--- src/rtl/music_box_state_controller_if.sv ---
// Button, completion and status signals exchanged with the music box sequencer.
interface music_box_state_controller_if;
  logic [3:0]  button_n;
  logic [4:0]  stateComplete;
  logic [4:0]  currentState;
  logic [31:0] debugString;

  // Stimulus / consumer side
  modport master (
    output button_n,
    output stateComplete,
    input  currentState,
    input  debugString
  );

  // Sequencer side
  modport slave (
    input  button_n,
    input  stateComplete,
    output currentState,
    output debugString
  );
endinterface

--- src/rtl/music_box_state_controller.sv ---
// Music box UI sequencer: debounces the four buttons, owns currentState and
// returns to DoNothing on stage completion, user abort or dwell timeout.
module music_box_state_controller #(
  parameter int unsigned DEBOUNCE_CYCLES = 500000,
  parameter int unsigned TIMEOUT_CYCLES  = 1500000000
) (
  input logic                          clock_50Mhz,
  input logic                          reset_n,
  music_box_state_controller_if.slave  bus
);

  localparam int unsigned NUM_BUTTONS = 4;
  localparam int unsigned DB_W        = (DEBOUNCE_CYCLES < 2) ? 1 : $clog2(DEBOUNCE_CYCLES + 1);
  localparam int unsigned DWELL_W     = 32;
  localparam int unsigned ENTRY_W     = 20;
  localparam logic [DB_W-1:0]    DB_LAST    = DB_W'(DEBOUNCE_CYCLES - 1);
  localparam logic [DWELL_W-1:0] DWELL_LAST = DWELL_W'(TIMEOUT_CYCLES - 1);

  localparam logic [4:0] ST_DO_NOTHING     = 5'd0;
  localparam logic [4:0] ST_PLAY_SONG0     = 5'd1;
  localparam logic [4:0] ST_PLAY_SONG1     = 5'd2;
  localparam logic [4:0] ST_PLAY_RECORDING = 5'd3;
  localparam logic [4:0] ST_MAKE_RECORDING = 5'd4;

  localparam logic [2:0] EXIT_COMPLETE = 3'd1;
  localparam logic [2:0] EXIT_ABORT    = 3'd2;
  localparam logic [2:0] EXIT_TIMEOUT  = 3'd3;

  logic [NUM_BUTTONS-1:0] btn_s1, btn_s2;
  logic [NUM_BUTTONS-1:0] btn_level;
  logic [NUM_BUTTONS-1:0] press_q;
  logic [DB_W-1:0]        db_cnt [NUM_BUTTONS];

  // Bit 0 of stateComplete has no stage behind it, so only bits 4:1 are tracked.
  logic [4:1] sc_s1, sc_s2, sc_s3;
  logic [4:1] comp_edge_q;

  logic [4:0]         state, state_next;
  logic [2:0]         exit_reason, exit_reason_next;
  logic [ENTRY_W-1:0] entry_count, entry_count_next;
  logic [DWELL_W-1:0] dwell, dwell_next;

  logic own_comp_c, own_press_c, timeout_hit_c;

  // Two-flop synchronisers plus the completion rising-edge register
  always_ff @(posedge clock_50Mhz or negedge reset_n) begin
    if (!reset_n) begin
      btn_s1      <= '1;
      btn_s2      <= '1;
      sc_s1       <= '0;
      sc_s2       <= '0;
      sc_s3       <= '0;
      comp_edge_q <= '0;
    end else begin
      btn_s1      <= bus.button_n;
      btn_s2      <= btn_s1;
      sc_s1       <= bus.stateComplete[4:1];
      sc_s2       <= sc_s1;
      sc_s3       <= sc_s2;
      comp_edge_q <= sc_s2 & ~sc_s3;
    end
  end

  // Per-button debounce; a press pulse fires when the accepted level falls
  always_ff @(posedge clock_50Mhz or negedge reset_n) begin
    if (!reset_n) begin
      btn_level <= '1;
      press_q   <= '0;
      for (int i = 0; i < NUM_BUTTONS; i++) db_cnt[i] <= '0;
    end else begin
      for (int i = 0; i < NUM_BUTTONS; i++) begin
        press_q[i] <= 1'b0;
        if (btn_s2[i] != btn_level[i]) begin
          if (db_cnt[i] == DB_LAST) begin
            btn_level[i] <= btn_s2[i];
            db_cnt[i]    <= '0;
            press_q[i]   <= btn_level[i];
          end else begin
            db_cnt[i] <= db_cnt[i] + DB_W'(1);
          end
        end else begin
          db_cnt[i] <= '0;
        end
      end
    end
  end

  // Select the completion edge and abort button belonging to the current state
  always_comb begin
    own_comp_c  = 1'b0;
    own_press_c = 1'b0;
    case (state)
      ST_PLAY_SONG0:     begin own_comp_c = comp_edge_q[1]; own_press_c = press_q[0]; end
      ST_PLAY_SONG1:     begin own_comp_c = comp_edge_q[2]; own_press_c = press_q[1]; end
      ST_PLAY_RECORDING: begin own_comp_c = comp_edge_q[3]; own_press_c = press_q[2]; end
      ST_MAKE_RECORDING: begin own_comp_c = comp_edge_q[4]; own_press_c = press_q[3]; end
      default:           begin own_comp_c = 1'b0;           own_press_c = 1'b0;       end
    endcase
    timeout_hit_c = (TIMEOUT_CYCLES != 0) && (dwell == DWELL_LAST);
  end

  // Next state, exit reason, entry count and dwell counter
  always_comb begin
    state_next       = state;
    exit_reason_next = exit_reason;
    entry_count_next = entry_count;
    dwell_next       = '0;
    if (state == ST_DO_NOTHING) begin
      if (press_q[0])      state_next = ST_PLAY_SONG0;
      else if (press_q[1]) state_next = ST_PLAY_SONG1;
      else if (press_q[2]) state_next = ST_PLAY_RECORDING;
      else if (press_q[3]) state_next = ST_MAKE_RECORDING;
      if (state_next != ST_DO_NOTHING) entry_count_next = entry_count + ENTRY_W'(1);
    end else begin
      if (own_comp_c) begin
        state_next       = ST_DO_NOTHING;
        exit_reason_next = EXIT_COMPLETE;
      end else if (own_press_c) begin
        state_next       = ST_DO_NOTHING;
        exit_reason_next = EXIT_ABORT;
      end else if (timeout_hit_c) begin
        state_next       = ST_DO_NOTHING;
        exit_reason_next = EXIT_TIMEOUT;
      end
      if (state_next == state) dwell_next = dwell + DWELL_W'(1);
    end
  end

  // State and status registers
  always_ff @(posedge clock_50Mhz or negedge reset_n) begin
    if (!reset_n) begin
      state       <= ST_DO_NOTHING;
      exit_reason <= '0;
      entry_count <= '0;
      dwell       <= '0;
    end else begin
      state       <= state_next;
      exit_reason <= exit_reason_next;
      entry_count <= entry_count_next;
      dwell       <= dwell_next;
    end
  end

  assign bus.currentState = state;
  assign bus.debugString  = {exit_reason, state, ~btn_level, entry_count};

endmodule

--- src/flat_wrapper.sv ---
// flat-port wrapper written by rule: the top's interface ports become plain ports
module music_box_state_controller_flat 
#(
  parameter int unsigned DEBOUNCE_CYCLES = 500000,
  parameter int unsigned TIMEOUT_CYCLES  = 1500000000
)
  (clock_50Mhz, reset_n, bus_button_n, bus_stateComplete, bus_currentState, bus_debugString);
  music_box_state_controller_if bus_i ();
  input logic clock_50Mhz;
  input logic reset_n;
  input wire logic [$bits(bus_i.button_n)-1:0] bus_button_n;
  input wire logic [$bits(bus_i.stateComplete)-1:0] bus_stateComplete;
  output wire logic [$bits(bus_i.currentState)-1:0] bus_currentState;
  output wire logic [$bits(bus_i.debugString)-1:0] bus_debugString;
  assign bus_i.button_n = bus_button_n;
  assign bus_i.stateComplete = bus_stateComplete;
  assign bus_currentState = bus_i.currentState;
  assign bus_debugString = bus_i.debugString;
  music_box_state_controller #(.DEBOUNCE_CYCLES(DEBOUNCE_CYCLES), .TIMEOUT_CYCLES(TIMEOUT_CYCLES)) u_core (.clock_50Mhz(clock_50Mhz), .reset_n(reset_n), .bus(bus_i));
endmodule
--- config.mk ---
export PLATFORM = sky130hd
export DESIGN_NAME = music_box_state_controller_flat
export DESIGN_NICKNAME = d
export VERILOG_FILES = /design/src/rtl/music_box_state_controller_if.sv /design/src/rtl/music_box_state_controller.sv /design/src/flat_wrapper.sv
export SDC_FILE = /design/constraint.sdc
export NUM_CORES = 1
export LEC_CHECK = 0
export ABC_CLOCK_PERIOD_IN_PS = 2100
export CORE_MARGIN = 10
export CORE_UTILIZATION = 53
export DETAILED_ROUTE_END_ITERATION = 8
export GPL_TIMING_DRIVEN = 0
export PLACE_DENSITY = 0.75
export SYNTH_ARGS = -nofsm -noshare
export SYNTH_HDL_FRONTEND = slang
export SYNTH_SLANG_ARGS = --single-unit
--- constraint.sdc ---
create_clock -name clock_50Mhz -period 2.1 [get_ports clock_50Mhz]
set_input_delay 0.21 -clock clock_50Mhz [delete_from_list [all_inputs] [get_ports clock_50Mhz]]
set_output_delay 0.21 -clock clock_50Mhz [all_outputs]
set_load 0.01 [all_outputs]
* Word level (Yosys, flattened, before mapping)
Index checks and enable logic that the tools add are counted.
** Word-level totals
- Output and inout port bits :: 37
- Register bits :: 168
- Logic and storage cells :: 85
** Operators by class
- Bitwise operators :: 4
- Reductions and logical operators :: 9
- $add $sub $neg :: 6
- Equality and inequality tests :: 14
- Multiplexer cells :: 33
** Operators with widths (count)
- $mux 19 :: 8
- $add 19x1->19 const B :: 4
- $eq 19x19->1 const B :: 4
- $mux 32 :: 2
- $mux 5 :: 10
- $add 32x1->32 const B :: 1
- $eq 32x31->1 const B :: 1
- $add 20x1->20 const B :: 1
- $reduce_and 2->1 :: 6
- $eq 5x2->1 const B :: 2
- $mux 3 :: 3
- $mux 1 :: 8
- $not 4->4 :: 2
- $pmux 1 s4 :: 2
- $eq 5x1->1 const B :: 1
- $eq 5x3->1 const B :: 1
- $eq 5x5->1 :: 1
- $logic_not 5->1 :: 1
- $reduce_bool 5->1 :: 1
- $and 4x4->4 :: 1
- $ne 1x1->1 :: 4
- $reduce_bool 3->1 :: 1
- $not 1->1 :: 1

* Logic depth before layout (Yosys ltp)
Gate-level depths: netlist of run 1.
- Depth after elaboration :: 8
- Gate-level depth with buffers :: 8
- Mapped depth without buffers :: 6

* Worst setup path after synthesis of run 1
No wires, ideal clock.
- Kind :: reg2reg
- Start point :: register u_core.dwell[25]
- End point :: register u_core.dwell[13]
- Cell stages (with the launch flop) :: 8
- Arrival :: 1971 ps
- Buffers on the path :: 2
- Path slack :: 10 ps
- Cell sequence :: dfrtp_1 > or4_1 > or4_4 > nor3_4 > or2_1 > buf_6 > buf_8 > nor2_1
** Between the ends
- Longest elaborated chain between the ends :: 8
** Ends and longest elaborated chain
- start, declared :: line music_box_state_controller.sv:41 : logic [DWELL_W-1:0] dwell, dwell_next;
- start signal, assigned :: line music_box_state_controller.sv:140 : dwell <= dwell_next;
- $eq 32x31->1 :: line music_box_state_controller.sv:99 : timeout_hit_c = (TIMEOUT_CYCLES != 0) && (dwell == DWELL_LAST);
- $mux 5 :: line music_box_state_controller.sv:121 : end else if (timeout_hit_c) begin
- $mux 5 :: line music_box_state_controller.sv:118 : end else if (own_press_c) begin
- $mux 5 :: line music_box_state_controller.sv:115 : if (own_comp_c) begin
- $mux 5 :: line music_box_state_controller.sv:108 : if (state == ST_DO_NOTHING) begin
- $eq 5x5->1 :: line music_box_state_controller.sv:125 : if (state_next == state) dwell_next = dwell + DWELL_W'(1);
- $mux 32 :: line music_box_state_controller.sv:125
- $mux 32 :: line music_box_state_controller.sv:108
- named net u_core.dwell_next[13] :: line music_box_state_controller.sv:41
The timed path passes the listed nets, and every way through them passes these cells. The select of a mux whose other input is x is not followed.
A chain may end at the register's enable or synchronous reset.

* Worst setup path after layout of run 1
- Start point :: register u_core.dwell[25]
- End point :: register u_core.state[1] (netlist: u_core.bus.currentState[1])
** Between the ends
- Longest elaborated chain between the ends :: 6
** Ends and longest elaborated chain
- $eq 32x31->1 :: line music_box_state_controller.sv:99
- $mux 5 :: line music_box_state_controller.sv:121
- $mux 5 :: line music_box_state_controller.sv:118
- $mux 5 :: line music_box_state_controller.sv:115
- $mux 5 (2 in a row) :: line music_box_state_controller.sv:108
- named net u_core.state_next[1] :: line music_box_state_controller.sv:38 : logic [4:0] state, state_next;
- end signal, assigned :: line music_box_state_controller.sv:137 : state <= state_next;
- end, declared :: line music_box_state_controller.sv:38
The timed path passes the listed nets, and every way through them passes these cells. The select of a mux whose other input is x is not followed.

==> results of run 1 <==
stage by stage:
step / TNS [ps] / hold slack (ps) / area (µm²) / std cells
2_1_floorplan: 0 / -85.59 / 7576 / 737
3_3_place_gp: -907060 / 335.4 / 8252 / 962
3_5_place_dp: -15830 / 220.6 / 8280 / 963
4_1_cts: 0 / 168.6 / 8959 / 995
5_1_grt: -1739 / 172.4 / 9046 / 1000
6_report: -14.02 / 179.1 / 9046 / 1000
state kept, by name (all words and copies together), names as in the netlist:
name / cells
u_core.sc_s2: 4
u_core.bus.currentState: 5
u_core.btn_s1: 4
u_core.exit_reason: 2
u_core.entry_count: 20
u_core.sc_s3: 4
u_core.sc_s1: 4
u_core.press_q: 4
u_core.btn_s2: 4
u_core.dwell: 32
u_core.btn_level: 4
u_core.db_cnt: 76
u_core.comp_edge_q: 4
power breakdown:
group / total (µW) / switching, µW / internal (µW) / leakage (µW)
clock: 3150 / 1330 / 1810 / 0.000286
sequential: 3300 / 30.4 / 3270 / 0.00225
combinational: 162 / 110 / 52.5 / 0.00133
total: 6600 / 1470 / 5130 / 0.00386
synthesized netlist by cell type (all sizes together), types with 5 or more instances:
| cell | instances |
|---|---|
| xor2 | 59 |
| a21oi | 6 |
| or2 | 5 |
| inv | 20 |
| nor3b | 6 |
| and4 | 5 |
| ha | 6 |
| nor4b | 8 |
| and3 | 25 |
| dfrtp | 155 |
| nor4 | 10 |
| dfstp | 12 |
| nor2b | 5 |
| clkbuf | 8 |
| nand4 | 20 |
| nor3 | 22 |
| nand3 | 58 |
| xnor2 | 59 |
| nor2 | 138 |
| nand2 | 53 |
| o21ai | 9 |
| buf | 11 |
cells by family after synthesis:
kind of cell | after synthesis
fa+ha+maj | 6
buf+inv | 39
other cells | 1
xor+xnor | 118
compound gates | 31
simple gates | 372
mux | 3
flops | 167
cell type report:
class / instances / area [µm²]
clock inverters: 14 / 163.9
flip-flops and latches: 167 / 4197
clock buffers: 18 / 439.2
inverters: 20 / 75.07
fillers: 1082 / 4888
multi-input cells: 531 / 3279
plain buffers: 14 / 110.1
well taps: 180 / 225.2
repair buffers: 56 / 556.8
worst paths after layout:
check,start,endpoint
max,u_core.dwell[25],u_core.bus.currentState[1]
min,bus_button_n[0],u_core.btn_s1[0]
max reg2reg,u_core.dwell[25],u_core.bus.currentState[1]
min reg2reg,u_core.sc_s1[3],u_core.sc_s2[3]
max in group asynchronous,reset_n,u_core.btn_s2[2]
min in group asynchronous,reset_n,u_core.dwell[20]
timing repair:
item | CTS | global route
setup buffers | 4 | 5
resized for setup | 13 | 10
hold buffers | 1 | 0
hold endpoints to repair | 58 | 0
pin swaps | 1 | 4
setup endpoints to repair | 72 | 58
cloned | 0 | 0
metal layers:
layer | wire length [µm] | vias up | GRT usage [%]
met1 | 6504 | 2666 | 18.37
met2 | 7576 | 100 | 26.78
met4 | 226 | 0 | 5.815
li1 | - | 2624 | -
met3 | 618 | 20 | 3.981
met5 | 0 | - | 0
==> Flow_metrics.wiki, run 1 <==
{| class="wikitable"
! Metric !! Value
|-
| Worst EP required || 2420 ps
|-
| Slowest stage cell, crit path || or4_4
|-
| Total gr overflow || 0
|-
| Synth warnings || 0
|-
| Cell type group with the largest total delay on the critical path || simple AND/OR/NAND/NOR gates
|-
| Depth of the most critical reg-to-reg path || 6
|-
| Relative max-transition margin || 57.51%
|-
| Inserted Diodes || 0
|-
| Share of the clock period used by the worst path after layout || 100.7%
|-
| Final-report max-slew violation count || 0
|-
| Number of nets in the synthesized netlist || 754
|-
| Post-Place Setup Slack || -364.1 ps
|-
| Maximum clock path buffer count || 2
|-
| Area contributors post-synth || dfrtp_1 (51%), nor2_1 (6.8%), xnor2_1 (6.8%), xor2_1 (6.8%), dfstp_2 (4.2%)
|-
| Mean routed wirelength per cell || 14.93 µm
|-
| Iter 0 DRT Violations || 284
|-
| Final wirelength || 14930 µm
|-
| Adder-Cell Fraction of Synth Area || less than 1%
|-
| IO Count || 48
|-
| CP max stage delay || 530 ps
|-
| Kind of critical path || reg -> reg
|-
| Area fraction of the dominant cell type after synthesis || around half
|-
| Xor and xnor area share after synthesis || 13.64%
|-
| Run status || complete, but fails checks
|-
| Number of nets at the end of the flow || 824
|-
| Fraction of layout instances using a drive strength above 1 || 11.46%
|-
| Height of the chip || between 100 and 150 µm
|-
| Crit Path Max Fanout || 4
|-
| Number of optimization iterations in the first detailed-route pass || 5
|-
| Total of flip-flops plus latches after synthesis || 167
|-
| DPL Wire Length || 10240 µm
|-
| H-tree levels || 4
|-
| Number of antenna violations at the first check in global routing || 0
|-
| Synthesized area || 7576 µm²
|-
| Remaining design rule violation count || 0
|-
| Path class of the lowest-slack min-delay path || in -> reg
|-
| TritonCTS buffer count || 17
|-
| Initial core utilization || 54.37%
|-
| Syn_area_per_cell || 10.28 µm²
|-
| Setup WS post-layout || -13.82 ps
|-
| Finished Core Util || between 60 and 70%
|-
| Setup repair after global routing missed its margin || true
|-
| Clock sink count || 167
|-
| Max Cap Viol || 0
|-
| R2R Setup Slk || -10 ps
|-
| Count of flip-flops with a built-in enable after synthesis || 0
|-
| Dominant register cell in the synthesized netlist || dfrtp_1
|-
| Maximum ir drop on the vdd rail || 0.6488 mV
|-
| Critical path cell sequence || or4_4 -> or4_4 -> nor3_4 -> buf_4 -> a31oi_1 -> a31o_2
|-
| Fmax achieved || 0.4731 GHz
|-
| Power, Total || 6604 µW
|-
| Number of routed nets with antenna violations || 0
|-
| Mux share of post-synthesis cell area || less than 1%
|-
| Type of destination of the critical path || register
|-
| Largest net degree at the start of global routing || 107
|-
| CTS tree || done
|-
| Violations in the final reports || setup timing
|-
| Final min period || 2114 ps
|-
| Post-detailed-route via-to-cell ratio || 5.410
|-
| First-pass GRT wire length || roughly 26000 µm
|-
| Number of input and output port buffers inserted || 45
|-
| Total number of cells along the worst setup path || 6
|-
| Number of distinct standard cells referenced by the synthesized netlist || 50
|-
| Cell mode on critical path || or4_4
|-
| Data arrival at the endpoint of the critical path || around 2400 ps
|-
| Fin Clk Skew || about 9.0 ps
|-
| Post-Synth Simple-Gate Area || between 20% and 30%
|-
| Worst-Margin Slew || between 600 and 700 ps
|-
| Core area || ~14000 µm²
|-
| Clock Latency Late Sink || 430 ps
|-
| Final hold viol count || 0
|-
| Post-synth top area cell || dfrtp_1
|-
| Number of global-route vias before repair || around 5600
|-
| Row count || 43
|-
| Most common cell after layout, fill and taps aside || dfrtp_1
|-
| Power density relative to cell area || 730.1 nW/µm²
|-
| Area growth syn-to-layout || 19.41%
|-
| Global-route usage over all layers || 15.59%
|-
| Setup crit start kind || register
|-
| Final estimated routing congestion in global placement || around 0.86
|-
| Area of the die || ~20000 µm²
|-
| Leakage power total || around 0.0039 µW
|-
| Combined buffer and inverter count along the critical path || 1
|-
| Part of the Yosys area used for sequential elements || a little under three fifths
|-
| Commonest non-fill, non-tap cells in the layout || dfrtp_1 (153), nor2_1 (137), xor2_1 (59), xnor2_1 (59), nand3_1 (58)
|-
| Dominant combinational cell family by area after synthesis || simple AND/OR/NAND/NOR gates
|-
| Hold Path Cell Cnt || 1
|-
| Vias || 5410
|-
| Number of instances in the synthesized netlist || 737
|-
| Count of endpoints failing setup in the final report || 2
|-
| Clk Tree Root Cell || clkbuf_16
|-
| Fraction of the mapped netlist area in compound gates || under 10%
|-
| Asr flop ratio synth || 100.0%
|-
| Clock transition at the registers of the reported paths || 70 ps
|-
| Overall die width || between 100 and 150 µm
|}
No activity file was read; power rests on OpenSTA's default activity.
==> run 2, diff against run 1 <==
--- a/config.mk
+++ b/config.mk
@@ -6,7 +6,7 @@
 export NUM_CORES = 1
 export LEC_CHECK = 0
 export ABC_CLOCK_PERIOD_IN_PS = 2100
-export CORE_MARGIN = 10
+export CORE_MARGIN = 2
 export CORE_UTILIZATION = 53
 export DETAILED_ROUTE_END_ITERATION = 8
 export GPL_TIMING_DRIVEN = 0
==> Flow_metrics.wiki, run 2 (synthesis results as in run 1) <==
{| class="wikitable"
! Metric !! Value
|-
| H-tree levels || 4 (unchanged)
|-
| DPL Wire Length || 9555 µm (-6.7%)
|-
| Number of nets at the end of the flow || 826 (+0.24%)
|-
| Fraction of layout instances using a drive strength above 1 || 11.92% (+0.46 points)
|-
| IO Count || 48 (unchanged)
|-
| Final cell area excluding filler cells || 9069 µm² (+0.25%)
|-
| Setup crit start kind || register
|-
| Worst reg2reg path startpoint || u_core.dwell[25]
|-
| Height of the chip || 123.6 µm (-11%)
|-
| Dpl cell area || 8280 µm² (unchanged)
|-
| Relative max-transition margin || 55.13% (-2.4 points)
|-
| TritonCTS buffer count || 17 (unchanged)
|-
| Setup repair after global routing missed its margin || true
|-
| Final Hold Slack || 180.4 ps (+1.290 ps)
|-
| Worst EP required || 2420 ps (about the same)
|-
| Depth of the most critical reg-to-reg path || 7 (+1)
|-
| CTS tree || done
|-
| Total gr overflow || 0 (unchanged)
|-
| Data arrival at the endpoint of the critical path || 2400 ps (-30 ps)
|-
| Number of routed nets with antenna violations || 0 (unchanged)
|-
| Vias || 5429 (+0.35%)
|-
| Area growth syn-to-layout || 19.70%
|-
| Final-report max-slew violation count || 0 (unchanged)
|-
| Critical path cell sequence || or4_1 -> or4_4 -> nor3_4 -> or2_1 -> buf_6 -> clkbuf_16 -> nor2_2
|-
| Iter 0 DRT Violations || 500 (+76%)
|-
| Max FFs per register || 76 (unchanged)
|-
| Overall die width || 123.6 µm (-11%)
|-
| Capture endpoint of the worst hold path || u_core.btn_s1[0]
|-
| Type of destination of the critical path || register
|-
| Initial core utilization || 54.37% (unchanged)
|-
| Largest net degree at the start of global routing || 106 (-0.93%)
|-
| CP max stage delay || 510 ps (-20 ps)
|-
| Fin Clk Skew || 6.540 ps (-2.449 ps)
|-
| Max Cap Viol || 0 (unchanged)
|-
| Placed Instances || 963 (unchanged)
|-
| R2R Setup Slk || 20 ps (+30 ps)
|-
| Filler Cell Count || 1088 (+0.55%)
|-
| Final hold viol count || 0 (unchanged)
|-
| Final min period || 2080 ps (-33.55 ps)
|-
| Post-detailed-route via-to-cell ratio || 5.418 (+0.15%)
|-
| Remaining design rule violation count || 0 (unchanged)
|-
| Final wirelength || 14380 µm (-3.7%)
|-
| Area of the die || 15270 µm² (-22%)
|-
| Run status || completed
|-
| Footprint of the flip-flops and latches || 4195 µm² (about the same)
|-
| Maximum ir drop on the vdd rail || 0.5720 mV (-12%)
|-
| Register bank with the most flops || u_core.db_cnt
|-
| Clock sink count || 167 (unchanged)
|-
| Maximum clock path buffer count || 2 (unchanged)
|-
| Setup WS post-layout || 19.73 ps (+33.55 ps)
|-
| Number of global-route vias before repair || 5299 (-4.8%)
|-
| Count of endpoints failing setup in the final report || 0 (-2)
|-
| Core area || 13930 µm² (unchanged)
|-
| Clock transition at the registers of the reported paths || 60 ps (about the same)
|-
| Number of optimization iterations in the first detailed-route pass || 5 (unchanged)
|-
| Path class of the lowest-slack min-delay path || in -> reg
|-
| Largest registers || u_core.db_cnt: 76 flops, u_core.dwell: 32 flops, u_core.entry_count: 20 flops
|-
| Share of the clock period used by the worst path after layout || 99.06% (-1.6 points)
|-
| Most common cell after layout, fill and taps aside || dfrtp_1
|-
| Power density relative to cell area || 703.8 nW/µm² (-3.6%)
|-
| Post-Place Setup Slack || -445.4 ps (-81.31 ps)
|-
| Non-filler instance count after layout || 1002 (+0.20%)
|-
| Number of antenna violations at the first check in global routing || 0 (unchanged)
|-
| Slowest stage cell, crit path || or4_1
|-
| Worst-Margin Slew || 667.0 ps (+35.51 ps)
|-
| Min-delay src || bus_button_n[0]
|-
| Row count || 43 (unchanged)
|-
| Clk Tree Root Cell || clkbuf_16
|-
| First-pass GRT wire length || 24110 µm (-6.2%)
|-
| Cell type group with the largest total delay on the critical path || simple AND/OR/NAND/NOR gates
|-
| Final estimated routing congestion in global placement || 0.8638 (about the same)
|-
| Global-route usage over all layers || 20.15% (+4.6 points)
|-
| Leakage power total || 0.003879 µW (+0.45%)
|-
| Clock Latency Late Sink || 430 ps (about the same)
|-
| Commonest non-fill, non-tap cells in the layout || dfrtp_1 (154), nor2_1 (128), xor2_1 (59), xnor2_1 (59), nand3_1 (58)
|-
| Mean routed wirelength per cell || 14.35 µm (-3.9%)
|-
| Fmax achieved || 0.4807 GHz (+1.6%)
|-
| End of the worst register-to-register path || u_core.dwell[25]
|-
| Kind of critical path || reg -> reg
|-
| Inserted Diodes || 0 (unchanged)
|-
| Combined buffer and inverter count along the critical path || 2 (+1)
|-
| Total area of multi-input combinational cells || 3317 µm² (+1.1%)
|-
| Hold Path Cell Cnt || 1 (unchanged)
|-
| Crit Path Max Fanout || 7 (+3)
|-
| Number of input and output port buffers inserted || 45 (unchanged)
|}
-- run 2: cell count changes in the layout (fill, tap and decap cells not counted), moves of 2 or more --
| cell | change |
|---|---|
| clkbuf_1 | +5 |
| clkbuf_8 | +2 |
| clkinv_2 | +2 |
| clkinv_4 | -2 |
| inv_6 | -5 |
| nor2_1 | -9 |
| nor2_2 | +7 |
| nor2_4 | +2 |
-- run 2: area by class of cell --
cell class	count	share of cell area [%]
sequential	167	46.26
timing repair buffer	58	6.498
clock inverter	7	0.7864
tap	180	2.483
multi-input combinational	531	36.58
buffer	14	1.214
clock buffer	25	5.353
inverter	20	0.8278
-- run 2: worst reg2reg max path, cell delays in order, from the launching register on --
cell and delay [ps]:
dfrtp_1 380, or4_1 510, or4_4 460, nor3_4 150, or2_1 140, buf_6 140, clkbuf_16 150, nor2_2 40
-- run 2: how the worst max path moves through the flow --
stage	depth (start not counted)	endpoint	start
4_1_cts	7	u_core.db_cnt[74]	u_core.db_cnt[57]
2_1_floorplan	7	u_core.dwell[13]	u_core.dwell[25]
3_3_place_gp	1	u_core.db_cnt[47]	reset_n
5_1_grt	7	u_core.dwell[26]	u_core.dwell[25]
6_report	7	u_core.dwell[25]	u_core.dwell[25]
3_5_place_dp	8	u_core.db_cnt[34]	u_core.db_cnt[19]
-- run 2: metrics by stage --
stage	power (µW)	util, %	setup TNS, ps
3_3_place_gp	3508	59.22	-917140
4_1_cts	6462	63.91	0
5_1_grt	6620	65.08	-1639
2_1_floorplan	3411	-	0
3_5_place_dp	3522	59.42	-16540
6_report	6382	65.08	0
-- run 2: layer usage --
layer,wire length [µm],vias to the layer above,global-route usage (%)
li1,-,2624,-
met1,6523,2678,26.40
met2,7068,108,32.11
met3,554,19,5.443
met4,230,0,7.670
met5,0,-,0
-- run 2: repair_timing --
item                                   4_1_cts  5_1_grt
hold buffers                                 1        0
gates resized for setup                     13       22
pin swaps                                    1        6
endpoints found under the hold margin       59        0
buffers inserted                             3        7
setup endpoints to repair                   80       64
cloned                                       0        1
-- run 2: report_power, final --
part	leakage, µW	total [µW]	internal (µW)	switching [µW]
logic	0.00137	164	53.4	111
registers	0.00225	3300	3270	29.9
clock network	0.000263	2920	1720	1200
